`src/rtl/uart_pkg.sv`:
```
// ============================================================================
// Module      : uart_pkg
// Description : Shared UART types, 8N1 frame constants and a clog2 helper.
// Revision    : 1.0 - initial release
// ============================================================================
`default_nettype none

package uart_pkg;

    localparam int DATA_BITS = 8;
    localparam int STOP_BITS = 1;

    typedef enum logic [2:0] {
        IDLE  = 3'd0,
        START = 3'd1,
        DATA  = 3'd2,
        STOP  = 3'd3,
        BREAK = 3'd4
    } rx_state_t;

    function automatic int clog2(input int value);
        int result = 0;
        while ((1 << result) < value) begin
            result++;
        end
        return result;
    endfunction

endpackage

`default_nettype wire

```
`src/rtl/uart_rx_tick.sv`:
```
// ============================================================================
// Module      : uart_rx_tick
// Description : Clock divider producing one oversample tick every DIVISOR cycles.
// Revision    : 1.0 - initial release
// ============================================================================
`default_nettype none

module uart_rx_tick
    import uart_pkg::*;
#(
    parameter int DIVISOR = 27
) (
    input  logic clock,
    input  logic reset,
    input  logic i_clear,
    input  logic i_enable,
    output logic o_tick
);

    // A one-cycle divider still needs a 1-bit register to stay legal.
    localparam int CNT_W = (clog2(DIVISOR) > 0) ? clog2(DIVISOR) : 1;
    localparam logic [CNT_W-1:0] C_LAST = CNT_W'(DIVISOR - 1);

    logic [CNT_W-1:0] count_q;
    logic [CNT_W-1:0] count_d;

    always_comb begin
        count_d = count_q;
        if (i_clear) begin
            count_d = '0;
        end else if (i_enable) begin
            count_d = (count_q == C_LAST) ? '0 : count_q + CNT_W'(1);
        end
    end

    always_ff @(posedge clock) begin
        if (reset) begin
            count_q <= '0;
        end else begin
            count_q <= count_d;
        end
    end

    assign o_tick = i_enable && (count_q == C_LAST);

endmodule

`default_nettype wire

```
`src/rtl/uart_rx.sv`:
```
// ============================================================================
// Module      : uart_rx
// Description : Oversampling 8N1 UART receiver with frame-error and overrun flags.
// Revision    : 1.0 - initial release
// ============================================================================
`default_nettype none

module uart_rx
    import uart_pkg::*;
#(
    parameter int CLOCK_FREQ = 50000000,
    parameter int BAUD_RATE  = 115200,
    parameter int OVERSAMPLE = 16
) (
    input  logic       clock,
    input  logic       reset,
    input  logic       rx,
    output logic [7:0] rx_data,
    output logic       rx_valid,
    input  logic       rx_ack,
    output logic       frame_error,
    output logic       overrun,
    output logic       busy
);

    localparam int DIVISOR = CLOCK_FREQ / (BAUD_RATE * OVERSAMPLE);
    localparam int SAMP_W  = clog2(OVERSAMPLE);
    localparam int BIT_W   = clog2(DATA_BITS);
    localparam logic [SAMP_W-1:0] C_SAMP_HALF = SAMP_W'(OVERSAMPLE / 2 - 1);
    localparam logic [SAMP_W-1:0] C_SAMP_LAST = SAMP_W'(OVERSAMPLE - 1);
    localparam logic [BIT_W-1:0]  C_BIT_LAST  = BIT_W'(DATA_BITS - 1);

    rx_state_t            state_q, state_d;
    logic                 sync1_q, sync2_q, prev_q;
    logic [SAMP_W-1:0]    samp_q, samp_d;
    logic [BIT_W-1:0]     bit_q, bit_d;
    logic [DATA_BITS-1:0] shift_q, shift_d;
    logic [7:0]           rx_data_q, rx_data_d;
    logic                 rx_valid_q, rx_valid_d;
    logic                 frame_error_q, frame_error_d;
    logic                 pending_q, pending_d;
    logic                 overrun_q, overrun_d;
    logic                 w_rx_s, w_fall, w_tick, w_tick_clear, w_tick_en;

    assign w_rx_s    = sync2_q;
    assign w_fall    = prev_q && !w_rx_s;
    assign w_tick_en = (state_q != IDLE);

    uart_rx_tick #(
        .DIVISOR (DIVISOR)
    ) u_tick (
        .clock    (clock),
        .reset    (reset),
        .i_clear  (w_tick_clear),
        .i_enable (w_tick_en),
        .o_tick   (w_tick)
    );

    always_comb begin
        state_d       = state_q;
        samp_d        = samp_q;
        bit_d         = bit_q;
        shift_d       = shift_q;
        rx_data_d     = rx_data_q;
        rx_valid_d    = 1'b0;
        frame_error_d = 1'b0;
        w_tick_clear  = 1'b0;
        unique case (state_q)
            IDLE: begin
                if (w_fall) begin
                    state_d      = START;
                    samp_d       = '0;
                    w_tick_clear = 1'b1;
                end
            end
            START: begin
                if (w_tick) begin
                    if (samp_q == C_SAMP_HALF) begin
                        samp_d  = '0;
                        bit_d   = '0;
                        state_d = w_rx_s ? IDLE : DATA;
                    end else begin
                        samp_d = samp_q + SAMP_W'(1);
                    end
                end
            end
            DATA: begin
                if (w_tick) begin
                    if (samp_q == C_SAMP_LAST) begin
                        samp_d         = '0;
                        shift_d[bit_q] = w_rx_s;
                        if (bit_q == C_BIT_LAST) begin
                            bit_d   = '0;
                            state_d = STOP;
                        end else begin
                            bit_d = bit_q + BIT_W'(1);
                        end
                    end else begin
                        samp_d = samp_q + SAMP_W'(1);
                    end
                end
            end
            STOP: begin
                // Leaving at mid-stop-bit lets a back-to-back start edge be caught.
                if (w_tick) begin
                    if (samp_q == C_SAMP_LAST) begin
                        samp_d = '0;
                        if (w_rx_s) begin
                            rx_data_d  = shift_q;
                            rx_valid_d = 1'b1;
                            state_d    = IDLE;
                        end else begin
                            frame_error_d = 1'b1;
                            state_d       = BREAK;
                        end
                    end else begin
                        samp_d = samp_q + SAMP_W'(1);
                    end
                end
            end
            BREAK: begin
                if (w_rx_s) begin
                    state_d = IDLE;
                end
            end
            default: state_d = IDLE;
        endcase

        // A same-cycle ack and new byte leaves the byte pending without an overrun.
        pending_d = rx_valid_d ? 1'b1 : (rx_ack ? 1'b0 : pending_q);
        overrun_d = rx_ack ? 1'b0 : ((rx_valid_d && pending_q) ? 1'b1 : overrun_q);
    end

    always_ff @(posedge clock) begin
        if (reset) begin
            state_q       <= IDLE;
            sync1_q       <= 1'b1;
            sync2_q       <= 1'b1;
            prev_q        <= 1'b1;
            samp_q        <= '0;
            bit_q         <= '0;
            shift_q       <= '0;
            rx_data_q     <= '0;
            rx_valid_q    <= 1'b0;
            frame_error_q <= 1'b0;
            pending_q     <= 1'b0;
            overrun_q     <= 1'b0;
        end else begin
            state_q       <= state_d;
            sync1_q       <= rx;
            sync2_q       <= sync1_q;
            prev_q        <= w_rx_s;
            samp_q        <= samp_d;
            bit_q         <= bit_d;
            shift_q       <= shift_d;
            rx_data_q     <= rx_data_d;
            rx_valid_q    <= rx_valid_d;
            frame_error_q <= frame_error_d;
            pending_q     <= pending_d;
            overrun_q     <= overrun_d;
        end
    end

    assign rx_data     = rx_data_q;
    assign rx_valid    = rx_valid_q;
    assign frame_error = frame_error_q;
    assign overrun     = overrun_q;
    assign busy        = (state_q != IDLE);

endmodule

`default_nettype wire
```
`config.mk`:
```
export PLATFORM = sky130hd
export DESIGN_NAME = uart_rx
export DESIGN_NICKNAME = d
export VERILOG_FILES = /design/src/rtl/uart_pkg.sv /design/src/rtl/uart_rx_tick.sv /design/src/rtl/uart_rx.sv
export SDC_FILE = /design/constraint.sdc
export NUM_CORES = 1
export LEC_CHECK = 0
export ABC_AREA = 1
export BUFFER_PORTS_ARGS = -buffer_cell sky130_fd_sc_hd__clkbuf_2
export CAP_MARGIN = 0
export CORE_MARGIN = 2
export CORE_UTILIZATION = 30
export CTS_BUF_LIST = sky130_fd_sc_hd__clkbuf_2
export CTS_CLUSTER_SIZE = 25
export DETAILED_ROUTE_END_ITERATION = 10
export GPL_ROUTABILITY_DRIVEN = 0
export PLACE_DENSITY = 0.58
export SLEW_MARGIN = 20
export SYNTH_ARGS = -nofsm -noshare
export SYNTH_HDL_FRONTEND = slang
export SYNTH_SLANG_ARGS = --single-unit
```
`constraint.sdc`:
```
create_clock -name clock -period 2 [get_ports clock]
set_input_delay 0.1 -clock clock [delete_from_list [all_inputs] [get_ports clock]]
set_output_delay 0.1 -clock clock [all_outputs]
set_load 0.1 [all_outputs]
```
Word level (Yosys, flattened, before mapping). Cells that the tools add are included.

Word-level logic and storage cells: 95. Bits in registers: 38. Input port bits: 4.

Add/sub/neg operators: 3. Magnitude comparators: 2. Equality and inequality tests: 18. Reductions and logical operators: 19. Bitwise gates (word level): 3. Muxes and demuxes: 37.

Operators by type and width (count): 2-to-1 mux 3 bit (15); 2-to-1 mux 4 bit (5); one-hot mux 3 bit (5 select lines) (1); inequality test 2 bit, second input constant (6); one-hot mux 4 bit (3 select lines) (1); 2-to-1 mux 1 bit (10); AND reduction 9 bit (1); bitwise mux 8 bit (1); inequality test 2 x 1 -> 1 bit, second input constant (4); AND reduction 4 bit (2); == test 3 x 2 -> 1 bit, second input constant (2); == test 3 bit, second input constant (2); one-hot mux 3 bit (2 select lines) (1); nonzero test 3 bit (2); OR reduction 2 bit (3); adder 5 x 1 -> 5 bit, second input constant (1); == test 5 bit, second input constant (1); 2-to-1 mux 5 bit (1); AND reduction 5 bit (1); adder 4 x 1 -> 4 bit, second input constant (1); == test 4 x 3 -> 1 bit, second input constant (1); == test 4 bit, second input constant (1); logical AND 1 bit (4); less-than comparator 3 x 4 -> 1 bit, second input constant (1); other kinds (11) (14).

Longest topological paths before layout.
Depth after elaboration: 5. Mapped depth: 10. Mapped depth without buffers: 10.

Cells and area by module. Synthesis repeated with hierarchy kept, for this count alone.

Cells, all modules: 254. Area total of the unflattened synthesis: 1863.0 um2.

Modules (own cells, without submodules): uart_rx (times used 1, cells an instance 214, area an instance 1594.0 um2); uart_rx_tick (times used 1, cells an instance 40, area an instance 269.0 um2).

Least setup slack after synthesis. No wires, ideal clock.

Kind: reg-to-reg. Start point: register samp_q[0]. End point: register shift_q[6]. Path buffers: 1. Setup slack: 0.540 ns. Setup time: 0.132 ns. Stages on the path, launching flop included: 10. Data arrival time: 1.328 ns. Required time: 1.868 ns. Path through: dfxtp_1 ha_1 nand2_1 nor2_1 nand3_2 nor2_8 buf_8 nand2_1 nand2_1 a21oi_1.

Cells in the longest elaborated chain, start to end: 2.

Ends and longest elaborated chain: start, declared (line uart_rx.sv:35) `logic [SAMP_W-1:0] samp_q, samp_d;`; start signal, assigned (line uart_rx.sv:153) `samp_q <= samp_d;`; == test 4 bit (line uart_rx.sv:89) `if (samp_q == C_SAMP_LAST) begin`; AND reduction 3 bit (no source line); end signal, assigned (line uart_rx.sv:155) `shift_q <= shift_d;`; end, declared (line uart_rx.sv:37) `logic [DATA_BITS-1:0] shift_q, shift_d;`.

No other way between the ends. A chain may end at the register's enable or synchronous reset.

Worst setup path after layout.
Start point: register state_q[2]. End point: output busy.

Cells in the longest elaborated chain, start to end: 1.

Ends and longest elaborated chain: start, declared (line uart_rx.sv:33) `rx_state_t state_q, state_d;`; start signal, assigned (line uart_rx.sv:149) `state_q <= state_d;`; nonzero test 3 bit (line uart_rx.sv:168) `assign busy = (state_q != IDLE);`; end, declared (line uart_rx.sv:23) `output logic busy`.

No other way between the ends.

==> metrics.cfg <==
[power]
p_leak_nw=0.933
power.switching_mw=0.880
power.share.clock=0.213
power_density_nw_per_um2=1030
irDropWorstVdd_mv=0.652
switching_share=0.417
power_frac_seq=0.417
internal_power_mw=1.23
power_frac_comb=0.370

[route]
dr.pass1.iters=4
finalWirelength_mm=3.60
routed_via_density=4.63
drt_iter0_markers=56
vias=1598
route.detailed.drc=0
postRouteAntennaNets=0
wl_per_cell_um=10.4

[sta]
rsz0062_at_grt=false
post-route-min-period_ns=1.75
setup_violations=0
final-max-slew-violation-count=0
worst_pin_slew_ns=0.543
hold_viol=0
finalSetupTns_ns=0
relSlewSlack=0.640
fin_skew_ns=0.0279
post-route-period-util=0.874
fmax_ghz=0.572

[grt]
grt_busiest_layer=met2
grt_max_degree=18
met1_usage=0.169
grt_first_pass_wirelength_mm=6.26
met2_usage=0.176
globalRouteTotalUtil=0.120
grt_pass1_vias=1357
antenna_found_initial=0
grt_overflow=0
met3_usage=0.0242

[yosys]
ys_warn_count=0
synthCells=250
netlist_top_cells_count=nor2_1 (54), nand2_1 (52), dfxtp_1 (38)
netlist_area_um2=1820
synth_nets=259
synth_cell_type_count=31
synth-edff-count=0
synth_ff_type=dfxtp_1
yosysMostFrequentCell=nor2_1
postSynthAreaPerCell_um2=7.29
synth_top_area_frac=0.418
synth.area.top_cells=dfxtp_1 (42%), nor2_1 (11%), nand2_1 (11%)
yosysTopAreaCell=dfxtp_1
synth-async-reset-ratio=0
yosys_register_bits=38
ys_seq_area_frac=0.418

[die]
io-pin-count=16
rows=28
dieArea_um2=6710
core-area_um2=5890
die-height_um=81.9
start_util=0.310
die_w_um=81.9

[clock_tree]
cts_root_buf=clkbuf_2
cts.path.max_buffers=2
clk_pin_slew_worst_paths_ns=0.20
cts_resized=0
tritoncts=yes
h-tree-depth=2
clock_latency_ns=0.39
cts.sinks=38
cts_inserted_buffers=5

[placed_design]
dp_hpwl_mm=2.64
port_buffers=15
placed_cells=336
place_area_um2=1970

[worst_setup_path]
path_buf_inv=2
cp-end-kind=output port
critical_path_class=flop to output port
worstPathCellList=inv_4 > nand2_8 > clkbuf_2
crit_required_ns=1.90
start_kind=flop
cp_top_family=flip-flops
worst_ep_arrival_time_ns=1.65
critPathMaxStageDelay_ns=0.57
path_max_fanout=10
cp_slowest_cell=dfxtp_1

[finish]
syn2layout_area_growth_pct=12.5
num-nets-final=279
num-fill-cells=654
design_area_um2=2050
final_cells=345
drive_gt1_frac=0.156
diodes=0
fin_util=0.348

[flow_run]
maxCapViolCount=0

[run_status]
status=complete, no violations

[worst_hold_path]
hold_class=primary input to flop

## metrics by stage
step | hold WS (ns) | total power [mW] | setup slack [ns]
2_1_floorplan | 0.204 | 1.55 | 0.540
3_3_place_gp | 0.287 | 1.68 | 0.429
3_5_place_dp | 0.292 | 1.68 | 0.339
4_1_cts | 0.0844 | 2.14 | 0.225
5_1_grt | 0.109 | 2.27 | 0.0737
6_report | 0.119 | 2.11 | 0.251
## metal layers
metal  part of all wire  wire (um)
met2               0.42       1500
met3              0.030        109
met1               0.53       1920
met4              0.019         70
met5                  0          0
## cells in the final DEF (no fill, tap or decap), types with 2 or more instances in the layout
cell | synthesis | routed
nor2_1 | 54 | 54
nand2_1 | 52 | 52
dfxtp_1 | 38 | 38
clkbuf_2 | 0 | 20
nand3_1 | 18 | 18
a21oi_1 | 16 | 16
inv_1 | 15 | 15
o21ai_0 | 10 | 10
nand4_1 | 5 | 5
o21ai_1 | 5 | 5
ha_1 | 5 | 5
inv_2 | 3 | 3
nor2_2 | 3 | 3
nand3_2 | 2 | 2
nor2_8 | 2 | 2
or2_2 | 2 | 2
xor2_1 | 2 | 2
dlygate4sd3_1 | 0 | 2
buf_4 | 0 | 2
## registers in the layout, summed over array words and instances (netlist names), 3 cells and up
name,count
rx_data,8
bit_q,3
shift_q,8
u_tick.count_q,5
samp_q,4
state_q,3
## final timing paths
path                            startpoint          to  slack, ns  depth (start not counted)
worst max-delay path            state_q[2]        busy       0.25                          3
worst min-delay path                 reset    bit_q[1]       0.12                          2
worst max register to register   samp_q[0]  rx_data[7]       0.28                          7
worst min register to register     sync1_q     sync2_q       0.44                          1
## power by group through the flow
stage	clock, mW	combinational [mW]	sequential, mW
after floorplan	0	0.668	0.884
after global placement	0	0.785	0.893
after detailed placement	0	0.782	0.897
after CTS	0.473	0.786	0.881
after global routing	0.493	0.882	0.892
final	0.449	0.782	0.881
## worst register-to-register path: cells and delay by family (launching register included)
family / cells / cell delay (ns)
AOI/OAI and AO/OA: 1 / 0.14
adders and majority gates: 1 / 0.23
DFF: 1 / 0.41
and+or+nand+nor: 5 / 0.89
## cells by family (layout without fill, tap and decap cells)
family          after synthesis  in the layout  share of synthesized area
compound gates               35             35                      0.104
simple gates                145            145                      0.374
buf+inv                      25             45                     0.0597
flops                        38             38                      0.418
fa+ha+maj                     5              5                     0.0343
xor+xnor                      2              2                    0.00962
## repair_timing
| action | CTS | global route |
|---|---|---|
| endpoints found under the hold margin | 3 | 0 |
| hold buffers | 2 | 0 |
| setup buffers | 0 | 0 |
## layout make-up
cell class / count / area [um2] / area share
multi-input cells: 187 / 952 / 0.465
flip-flops and latches: 38 / 761 / 0.371
repair buffers: 19 / 110 / 0.0537
well taps: 75 / 93.8 / 0.0458
inverters: 19 / 73.8 / 0.0360
clock inverters: 2 / 33.8 / 0.0165
clock buffers: 5 / 25.0 / 0.0122
No activity file was read; power rests on OpenSTA's default activity.
